==> config.mk <==
export PLATFORM = sky130hd
export DESIGN_NAME = fetch_ctrl
export DESIGN_NICKNAME = d
export VERILOG_FILES = /design/src/rtl/fetch_ctrl_pkg.sv /design/src/rtl/fetch_ctrl_redirect_arb.sv /design/src/rtl/fetch_ctrl.sv
export SDC_FILE = /design/constraint.sdc
export NUM_CORES = 1
export LEC_CHECK = 0
export CORE_ASPECT_RATIO = 0.6
export CORE_UTILIZATION = 40
export CTS_BUF_LIST = sky130_fd_sc_hd__clkbuf_8
export DETAILED_ROUTE_END_ITERATION = 10
export PLACE_DENSITY = 0.7
export SLEW_MARGIN = 40
export SYNTH_ARGS = -nofsm -noshare
export SYNTH_HDL_FRONTEND = slang
export SYNTH_SLANG_ARGS = --single-unit
export TNS_END_PERCENT = 50
==> constraint.sdc <==
create_clock -name clk -period 2.62 [get_ports clk]
set_clock_uncertainty 0.1 [all_clocks]
set_input_delay 0.524 -clock clk [delete_from_list [all_inputs] [get_ports clk]]
set_output_delay 0.524 -clock clk [all_outputs]
set_load 0.01 [all_outputs]
==> src/rtl/fetch_ctrl_pkg.sv <==
// Shared front-end types and constants for the fetch sequencing controller.
package fetch_ctrl_pkg;

   // Controller phases: boot load, normal fetch, refill request, refill wait, resume load.
   typedef enum logic [2:0] {
      StBoot,
      StRun,
      StReq,
      StWait,
      StResume
   } FetchCtrlState;

   // log2 of the mapping window size in bytes.
   localparam int unsigned MAP_WIN_BITS_FULL = 14;
   localparam int unsigned MAP_WIN_BITS_HALF = 13;

   typedef struct packed {
      logic        valid;
      logic        isTrap;
      logic [31:0] pc;
   } redirect_t;

   // Align an address down to the start of its mapping window.
   function automatic logic [31:0] win_base(input logic [31:0] addr, input logic half);
      logic [31:0] mask;
      if (half) begin
         mask = ~((32'd1 << MAP_WIN_BITS_HALF) - 32'd1);
      end else begin
         mask = ~((32'd1 << MAP_WIN_BITS_FULL) - 32'd1);
      end
      return addr & mask;
   endfunction

endpackage

==> src/rtl/fetch_ctrl_redirect_arb.sv <==
// Trap/mispredict priority merge and the pending-redirect update rule.
module fetch_ctrl_redirect_arb
   import fetch_ctrl_pkg::*;
(
   input  logic        i_trapValid,
   input  logic [31:0] i_trapPC,
   input  logic        i_misprValid,
   input  logic [31:0] i_misprPC,
   input  redirect_t   i_pending,
   output redirect_t   o_redirect,
   output redirect_t   o_pendingNext
);

   // Current-cycle redirect: trap always beats mispredict.
   always_comb begin
      o_redirect = '0;
      if (i_trapValid) begin
         o_redirect.valid  = 1'b1;
         o_redirect.isTrap = 1'b1;
         o_redirect.pc     = i_trapPC;
      end else if (i_misprValid) begin
         o_redirect.valid  = 1'b1;
         o_redirect.isTrap = 1'b0;
         o_redirect.pc     = i_misprPC;
      end
   end

   // Pending update: a trap replaces anything, a mispredict never displaces a held trap.
   always_comb begin
      o_pendingNext = i_pending;
      if (o_redirect.valid && (o_redirect.isTrap || !(i_pending.valid && i_pending.isTrap))) begin
         o_pendingNext = o_redirect;
      end
   end

endmodule

==> src/rtl/fetch_ctrl.sv <==
// Front-end fetch sequencer: PC redirects, mapping-window refill and fetch enables.
module fetch_ctrl
   import fetch_ctrl_pkg::*;
#(
   parameter logic [31:0] RESET_PC       = 32'h0,
   parameter logic [31:0] RESET_MAP_BASE = 32'h0
) (
   input  logic        clk,
   input  logic        rst,
   input  logic        IN_trapValid,
   input  logic [31:0] IN_trapPC,
   input  logic        IN_misprValid,
   input  logic [31:0] IN_misprPC,
   input  logic        IN_stall,
   input  logic [31:0] IN_pcRaw,
   input  logic        IN_mappingMiss,
   input  logic        IN_halfSize,
   output logic        OUT_en0,
   output logic        OUT_en1,
   output logic        OUT_pcWrite,
   output logic [31:0] OUT_pc,
   output logic        OUT_flush,
   output logic [31:0] OUT_mappingBase,
   output logic        OUT_memReq,
   output logic [31:0] OUT_memAddr,
   input  logic        IN_memAck,
   input  logic        IN_memDone,
   output logic [15:0] OUT_refillCount
);

   localparam logic [31:0] PC_MASK      = 32'hFFFF_FFFE;
   localparam logic [31:0] MAP_BASE_RST =
      RESET_MAP_BASE & ~((32'd1 << MAP_WIN_BITS_FULL) - 32'd1);

   FetchCtrlState r_state, w_state_next;
   logic          r_pc_write, w_pc_write_next;
   logic          r_flush, w_flush_next;
   logic [31:0]   r_pc, w_pc_next;
   logic          r_mem_req, w_mem_req_next;
   logic [31:0]   r_mem_addr, w_mem_addr_next;
   logic [31:0]   r_map_base, w_map_base_next;
   logic [15:0]   r_refill_cnt, w_refill_cnt_next;
   logic [31:0]   r_miss_pc, w_miss_pc_next;
   redirect_t     r_pending, w_pending_next;
   redirect_t     w_redirect;
   redirect_t     w_pend_merged;

   fetch_ctrl_redirect_arb u_redirect_arb (
      .i_trapValid   (IN_trapValid),
      .i_trapPC      (IN_trapPC),
      .i_misprValid  (IN_misprValid),
      .i_misprPC     (IN_misprPC),
      .i_pending     (r_pending),
      .o_redirect    (w_redirect),
      .o_pendingNext (w_pend_merged)
   );

   // State and registered outputs; reset drops any refill in flight.
   always_ff @(posedge clk or negedge rst) begin
      if (!rst) begin
         r_state      <= StBoot;
         r_pc_write   <= 1'b0;
         r_flush      <= 1'b0;
         r_pc         <= 32'h0;
         r_mem_req    <= 1'b0;
         r_mem_addr   <= 32'h0;
         r_map_base   <= MAP_BASE_RST;
         r_refill_cnt <= 16'h0;
         r_miss_pc    <= 32'h0;
         r_pending    <= '0;
      end else begin
         r_state      <= w_state_next;
         r_pc_write   <= w_pc_write_next;
         r_flush      <= w_flush_next;
         r_pc         <= w_pc_next;
         r_mem_req    <= w_mem_req_next;
         r_mem_addr   <= w_mem_addr_next;
         r_map_base   <= w_map_base_next;
         r_refill_cnt <= w_refill_cnt_next;
         r_miss_pc    <= w_miss_pc_next;
         r_pending    <= w_pending_next;
      end
   end

   // Next-state logic; pcWrite and flush are single-cycle pulses by default.
   always_comb begin
      w_state_next      = r_state;
      w_pc_write_next   = 1'b0;
      w_flush_next      = 1'b0;
      w_pc_next         = r_pc;
      w_mem_req_next    = r_mem_req;
      w_mem_addr_next   = r_mem_addr;
      w_map_base_next   = r_map_base;
      w_refill_cnt_next = r_refill_cnt;
      w_miss_pc_next    = r_miss_pc;
      w_pending_next    = r_pending;
      unique case (r_state)
         StBoot: begin
            w_pc_write_next = 1'b1;
            w_pc_next       = RESET_PC & PC_MASK;
            w_state_next    = StRun;
         end
         StRun: begin
            // A redirect outranks a miss: the miss belongs to a PC being discarded.
            if (w_redirect.valid) begin
               w_pc_write_next = 1'b1;
               w_flush_next    = 1'b1;
               w_pc_next       = w_redirect.pc & PC_MASK;
            end else if (IN_mappingMiss) begin
               w_miss_pc_next  = IN_pcRaw;
               w_mem_addr_next = win_base(IN_pcRaw, IN_halfSize);
               w_mem_req_next  = 1'b1;
               w_state_next    = StReq;
            end
         end
         StReq: begin
            w_pending_next = w_pend_merged;
            if (IN_memAck) begin
               w_mem_req_next = 1'b0;
               w_state_next   = StWait;
            end
         end
         StWait: begin
            w_pending_next = w_pend_merged;
            if (IN_memDone) begin
               w_map_base_next = r_mem_addr;
               if (r_refill_cnt != 16'hFFFF) begin
                  w_refill_cnt_next = r_refill_cnt + 16'd1;
               end
               w_state_next = StResume;
            end
         end
         StResume: begin
            // A redirect arriving this very cycle is folded in so it is not lost.
            w_pc_write_next = 1'b1;
            w_flush_next    = w_pend_merged.valid;
            w_pc_next       = (w_pend_merged.valid ? w_pend_merged.pc : r_miss_pc) & PC_MASK;
            w_pending_next  = '0;
            w_state_next    = StRun;
         end
         default: begin
            w_state_next = StBoot;
         end
      endcase
   end

   assign OUT_en0         = (r_state == StRun) & ~IN_stall & ~IN_mappingMiss & ~r_pc_write;
   assign OUT_en1         = ~IN_stall;
   assign OUT_pcWrite     = r_pc_write;
   assign OUT_pc          = r_pc;
   assign OUT_flush       = r_flush;
   assign OUT_mappingBase = r_map_base;
   assign OUT_memReq      = r_mem_req;
   assign OUT_memAddr     = r_mem_addr;
   assign OUT_refillCount = r_refill_cnt;

endmodule

---- Yosys cells after proc, flatten, opt, wreduce, memory -nomap -nowiden ----
Cells that the tools add are included.
word-level totals
  memories ................................ 0
  input bits .............................. 105
  ROM bits ................................ 0
  RAM bits ................................ 0
  output and inout bits ................... 117
  bits in latches ......................... 0
  register bits ........................... 184
  word-level logic and storage cells ...... 72
cells by class
  multiply operators ...................... 0
  eq/ne operators ......................... 11
  div/mod/pow operators ................... 0
  mux-type cells .......................... 23
  bitwise operators ....................... 8
  reduce and logical (&&, ||, !) cells .... 17
  shifts and indexed selects .............. 0
  $lt $le $gt $ge ......................... 0
  add/subtract/negate cells ............... 1
operators by type and width
  kind                                                                   number
  32-bit 2-to-1 mux                                                      5
  34-bit 2-to-1 mux                                                      3
  32-bit case mux with 3 select lines                                    1
  34-bit case mux with 2 select lines                                    1
  32-bit bitwise AND                                                     1
  16-bit by 1-bit adder with 16-bit output, second input constant        1
  16-bit != test, second input constant                                  1
  14-bit 2-to-1 mux                                                      1
  3-bit 2-to-1 mux                                                       4
  3-bit case mux with 4 select lines                                     1
  2-bit != test, second input constant                                   4
  4-bit AND reduction                                                    2
  3-bit by 2-bit equality test with 1-bit output, second input constant  2
  1-bit case mux with 2 select lines                                     3
  2-bit AND reduction                                                    3
  3-bit AND reduction                                                    2
  1-bit 2-to-1 mux                                                       4
  2-bit by 1-bit != test with 1-bit output, second input constant        2
  1-bit inverter                                                         4
  2-bit nonzero test                                                     2
  2-bit OR reduction                                                     2
  1-bit bitwise AND                                                      3
  3-bit by 1-bit equality test with 1-bit output, second input constant  1
  3-bit equality test, second input constant                             1
  other kinds (5)                                                        6

---- Longest topological paths before layout ----
Gate-level depths: netlist of the first run.
  word-level depth ........................ 7
  depth in mapped cells ................... 7
  gate-level depth less buffers ........... 5

---- Cells and area by module ----
Synthesis of the first run repeated with hierarchy kept, for this count alone.
second synthesis, totals
  cells, all modules ...................... 662
  area total of the unflattened synthesis .. 7145.6 µm²
modules (own cells, without submodules)
  module                   area an instance (µm²)  seq. area each (µm²)  cells an instance  instances
  fetch_ctrl               6366.1                  3453.3                577                1
  fetch_ctrl_redirect_arb  779.5                   0.0                   85                 1

---- Least setup slack after synthesis of the first run ----
Ideal clock, no wire load.
  path kind ............................... register to output
  start point ............................. reg r_state[1]
  end point ............................... out OUT_en0
  cell stages (with the launch flop) ...... 5
  arrival time ............................ 1399 ps
  path slack .............................. 597 ps
  buffers on the path ..................... 2
  data required time ...................... 1996 ps
  cell sequence ........................... dfrtp_1 or3b_1 clkbuf_1 buf_2 nor4_1
on the way
  word-level cells in the longest chain between the ends .. 4
ends and longest elaborated chain
  item                                            line               RTL
  from (decl)                                     fetch_ctrl.sv:35   FetchCtrlState r_state, w_state_next;
  from (signal assigned)                          fetch_ctrl.sv:61   r_state <= StBoot;
  from (signal assigned)                          fetch_ctrl.sv:72   r_state <= w_state_next;
  3-bit by 1-bit equality test with 1-bit output  fetch_ctrl.sv:147  assign OUT_en0 = (r_state == StRun) & ~IN_stall & ~IN_mappingMiss & ~r_pc_write;
  1-bit bitwise AND (3 in series)                 fetch_ctrl.sv:147
  to (decl)                                       fetch_ctrl.sv:18   output logic OUT_en0,
Every way passes these cells.

---- Worst setup path after layout of the first run ----
  start point ............................. reg r_state[2]
  end point ............................... out OUT_en0
The elaborated chain is that of the path after synthesis.

==> metrics, run 1 <==
CTS Sinks 137; run status completed; core utilization of the finished layout 55.3%; Port Buffers 191; kind of start point of the critical path flip-flop; flip-flop cell with the highest count after synthesis dfrtp_1; count of flip-flops with a built-in enable after synthesis 0; Synth cell types 49; average size of a mapped cell 9.10 um^2; number of antenna violations at the first check in global routing 0; post-DP HPWL 14200 um; part of the Yosys area used for sequential elements 46.8%; total routing resource utilization after global routing 23.1%; total standard cell area after synthesis 7320 um^2; dominant cell type by area after synthesis dfrtp_1; number of inserted diodes 0; CTS tree yes; Pre-Repair DR Iteration Count 5; wire length of the first global-routing pass 34100 um; final setup fails 0; share of the synthesized area in the top cell type 46.8%; power density cells 994 nW/um^2; root buffer cell clkbuf_8; fraction of final layout cells with drive strength greater than 1 7.82%; routed vias/inst 5.36; placeable core area 17500 um^2; reported max-cap violation count 0; cell count after placement 1173; number of hold-slack violations in the final timing report 0; Detailed Route WL 21400 um; wire per inst 17.7 um; Die ar. 18900 um^2; maximum count of clock buffers along a single path 2; initial standard-cell utilization of the core 41.8%; maximum fanout count along the critical path 2; number of max-slew violations in the final report 0; Max Fclk 0.428 GHz; layout-stage area growth over the synthesis result 32.3%; async set or reset register ratio after synthesis 100%; arrival time worst endpoint 1710 ps; most frequent cells in the layout 190 x nand2_1, 187 x clkdlybuf4s50_1, 137 x dfrtp_1, 66 x a21oi_1; x dimension of the die 177 um; VDD IR max 0.509 mV; Worst slew margin 56.0%; total clock buffers created by CTS 17; count of mapped cells out of synthesis 804; number of DRC violations after detailed-routing iteration 0 574; count of nets after finishing 1065; row count 37; number of levels the H-tree was split into 4; CP Capture Type output pin; Static Leak 4.17 nW; pin count of the biggest net entering global routing 98; Chip Height 107 um; antenna-violating nets left 0; Tightest Pin Transition 661 ps; count of boundary I/O pins 222; number of vias in the routed layout 6461; top cells by area in the synthesized netlist dfrtp_1 47%, nand2_1 9.7%, buf_4 5.0%, mux2_1 4.6%, a21oi_1 4.6%; most common cell after layout, fill and taps aside nand2_1; unrepaired setup endpoints after global routing false; DRC errors left 0; clock latency reported for the late side of the worst-skew pair 430 ps; final estimated routing congestion in global placement 0.817; worst setup path class reg -> out; via count of the first global-routing pass 6114; remaining global-route overflow 0; total negative setup slack 0 ps; min Tclk post-route 2330 ps; count of placed standard cells in the final layout, fillers left out 1206; total of warnings raised by yosys 0; final period utilization 89.1%; endpoint required time on the critical path 2000 ps; Clock Pin Slew Worst Setup and Hold Paths 90 ps; flop and latch count out of synthesis 137; worst hold path class reg -> reg
==> layout make-up <==
type,instances,area (um^2)
multi-input combinational,581,3390
inverter,6,22.5
clock buffer,18,248
fill,1574,7820
sequential,137,3430
clock inverter,14,138
tap,234,293
timing repair buffer,216,2160
==> Yosys cell counts, types with 2 or more instances <==
library cell  instances
nand2_1             190
dfrtp_1             137
a21oi_1              67
buf_4                49
nor2_1               37
o21ai_0              37
a41oi_1              33
o22ai_1              32
a22o_1               31
nand3b_1             31
mux2_1               30
buf_2                29
clkbuf_1             28
xor2_1                7
inv_1                 6
nand4_1               6
nand3_1               5
xnor2_1               5
mux2_2                4
and4_1                3
nor3_1                3
a21oi_2               2
nand4b_1              2
nor2_2                2
nor2b_1               2
nor3b_1               2
nor4_1                2
==> power breakdown <==
| part | switching [W] | internal (W) |
|---|---|---|
| combinational | 0.00220 | 0.00212 |
| clock | 0.000927 | 0.000801 |
| sequential | 0.000627 | 0.00295 |
| total | 0.00375 | 0.00587 |
==> sequential cells by signal (all words and copies together), names as in the netlist <==
name and cells:
r_pending 33, OUT_memReq 1, OUT_pc 31, OUT_flush 1, r_state 3, OUT_refillCount 16
r_miss_pc 30, OUT_pcWrite 1, OUT_memAddr 2, OUT_mappingBase 19
==> metal layers <==
layer | vias up | GRT usage [%] | wire length, um
met5 | - | 0 | 0
met4 | 0 | 4.68 | 82
met3 | 8 | 5.46 | 1830
met2 | 284 | 32.9 | 9040
met1 | 3081 | 35.2 | 10400
li1 | 3088 | - | -
==> worst max-delay path: stages, from the launching register on <==
cell           delay, ps
dfrtp_1              380
or3b_1               440
nor4_1               180
dlygate4sd2_1        300
==> final timing paths <==
kind	from	endpoint	slack (ps)	depth (start not counted)
worst max-delay path	r_state[2]	OUT_en0	290	3
worst min-delay path	OUT_mappingBase[31]	OUT_mappingBase[31]	380	2
worst max register to register	OUT_refillCount[1]	OUT_refillCount[1]	590	5
worst min register to register	OUT_mappingBase[31]	OUT_mappingBase[31]	380	2
max in group asynchronous	rst	OUT_mappingBase[23]	1210	3
min in group asynchronous	rst	OUT_refillCount[10]	510	2
==> stage by stage <==
| step | power [W] | hold WS [ps] | setup slack (ps) | cell area [um^2] |
|---|---|---|---|---|
| finish | 0.00962 | 381 | 286 | 9680 |
| global route | 0.0103 | 415 | 210 | 9680 |
| detailed placement | 0.00792 | 362 | 179 | 9290 |
| floorplan | 0.00604 | 128 | 597 | 7420 |
| global placement | 0.00780 | 356 | 196 | 9260 |
| CTS | 0.00967 | 386 | 259 | 9680 |
==> timing repair <==
item,CTS,global route
buffers inserted,0,0
endpoints found under the setup margin,1,0
hold buffers,1,0
hold endpoints to repair,51,0
gates resized for setup,1,0
==> kinds of logic after synthesis <==
| family | share of synthesized area [%] |
|---|---|
| and+or+nand+nor | 18.6 |
| AOI/OAI and AO/OA | 18.9 |
| DFF | 46.8 |
| buffers and inverters | 8.75 |
| muxes | 5.23 |
| xor gates and xnor gates | 1.44 |
| adders and majority gates | 0.171 |
| other | 0.0512 |
(Power assumes the default switching activity.)
==> run 2: changes to the inputs <==
CORE_UTILIZATION = 53   (was 40)
PLACE_DENSITY = 0.89   (was 0.7)
clock period = 2.8 ns   (was 2.62 ns; I/O delays follow)
==> metrics, run 2 (synthesis gave the netlist of run 1 again) <==
largest stage delay on the critical path 580 ps; post-DP HPWL 14500 um; number of inserted diodes 0; Detailed Route WL 21200 um; cell count after placement 1109; DRC errors left 0; Worst slew margin 52.1%; count of placed standard cells in the final layout, fillers left out 1141; CTS Sinks 137; endpoint required time on the critical path 2140 ps; power density cells 952 nW/um^2; start of the worst register-to-register path OUT_refillCount[1]; Clock Pin Slew Worst Setup and Hold Paths 80 ps; VDD IR max 0.579 mV; kind of start point of the critical path flip-flop; via count of the first global-routing pass 6546; unrepaired setup endpoints after global routing false; row count 32; total of hold buffers inserted after clock tree synthesis 0; setup slack of the worst register-to-register path 700 ps; Port Buffers 191; Resized cells post-CTS 0; layout-stage area growth over the synthesis result 31.1%; count of boundary I/O pins 222; pin count of the biggest net entering global routing 91; x dimension of the die 154 um; routed vias/inst 5.89; count of nets after finishing 1064; placeable core area 13100 um^2; CP Capture Type output pin; number of levels the H-tree was split into 4; Die ar. 14300 um^2; run status finished with violations; total clock buffers created by CTS 17; min Tclk post-route 2660 ps; worst-path cell chain or3b_1, nor4_1, clkdlybuf4s50_1; most common cell after layout, fill and taps aside nand2_1; remaining global-route overflow 0; worst setup path class reg -> out; final setup fails 0; final estimated routing congestion in global placement 0.840; cell type of the slowest stage on the worst timing path clkdlybuf4s50_1; arrival time worst endpoint 2000 ps; initial standard-cell utilization of the core 55.7%; CTS tree yes; fin worst setup slack 137 ps; clock latency reported for the late side of the worst-skew pair 440 ps; root buffer cell clkbuf_8; Reg2Reg Depth 5; number of vias in the routed layout 6715; number of hold-slack violations in the final timing report 13; Chip Height 93.0 um; overall power of the completed layout 0.00914 W; worst slack, placed 289 ps; antenna-violating nets left 0; Tightest Pin Transition 717 ps; CP top delay family simple AND/OR/NAND/NOR gates; wire per inst 18.6 um; wire length of the first global-routing pass 34600 um; RR Endpoint OUT_refillCount[1]; worst hold path class in -> async; smallest hold slack -18.5 ps; violations in the final reports negative hold slack; most frequent cells in the layout 190 x nand2_1, 188 x clkdlybuf4s50_1, 137 x dfrtp_1, 66 x a21oi_1; total routing resource utilization after global routing 31.0%; maximum fanout count along the critical path 2; reported max-cap violation count 0; register with the highest flop count r_pending; number of DRC violations after detailed-routing iteration 0 612; Pre-Repair DR Iteration Count 5; Static Leak 4.16 nW; number of antenna violations at the first check in global routing 0; number of max-slew violations in the final report 0; maximum count of clock buffers along a single path 2; fraction of final layout cells with drive strength greater than 1 7.72%; buffer and inverter count on the worst path 1; final period utilization 95.1%; total negative setup slack 0 ps; Largest register FFs 33; setup repair bufs after CTS 0; Max Fclk 0.376 GHz
## run 2: per-layer routing
metal / vias to the layer above / GRT usage (%) / part of all wire, %
li1: 3078 / - / -
met4: 0 / 9.67 / 1.7
met1: 3219 / 43.8 / 44
met5: - / 0 / 0
met3: 40 / 7.18 / 9.5
met2: 378 / 47.5 / 45
## run 2: cell type report
class | instances | area, um^2
inverter | 6 | 22.5
timing repair buffer | 215 | 2120
clock buffer | 20 | 275
tap | 170 | 213
multi-input combinational | 581 | 3390
clock inverter | 12 | 150
fill | 927 | 3530
sequential | 137 | 3430
## run 2: power breakdown
| part | leakage, nW | internal, W | switching, W |
|---|---|---|---|
| Combinational | 2.22 | 0.00197 | 0.00208 |
| Sequential | 1.73 | 0.00277 | 0.000594 |
| Clock | 0.210 | 0.000947 | 0.000783 |
## run 2: worst max-delay path by stage
stage	start	endpoint	slack (ps)	cells after the start
floorplan	r_state[1]	OUT_en0	740	4
global placement	IN_misprValid	OUT_pc[4]	260	5
detailed placement	IN_mappingMiss	OUT_en0	290	3
CTS	r_state[2]	OUT_en0	130	3
global route	r_state[2]	OUT_en0	20	3
finish	r_state[2]	OUT_en0	140	3
## run 2: through the flow
stage | utilization, % | cell area (um^2)
floorplan | - | 7420
global placement | 69.8 | 9170
global route | 73.1 | 9600
CTS | 73.1 | 9600
finish | 73.1 | 9600
detailed placement | 69.8 | 9170
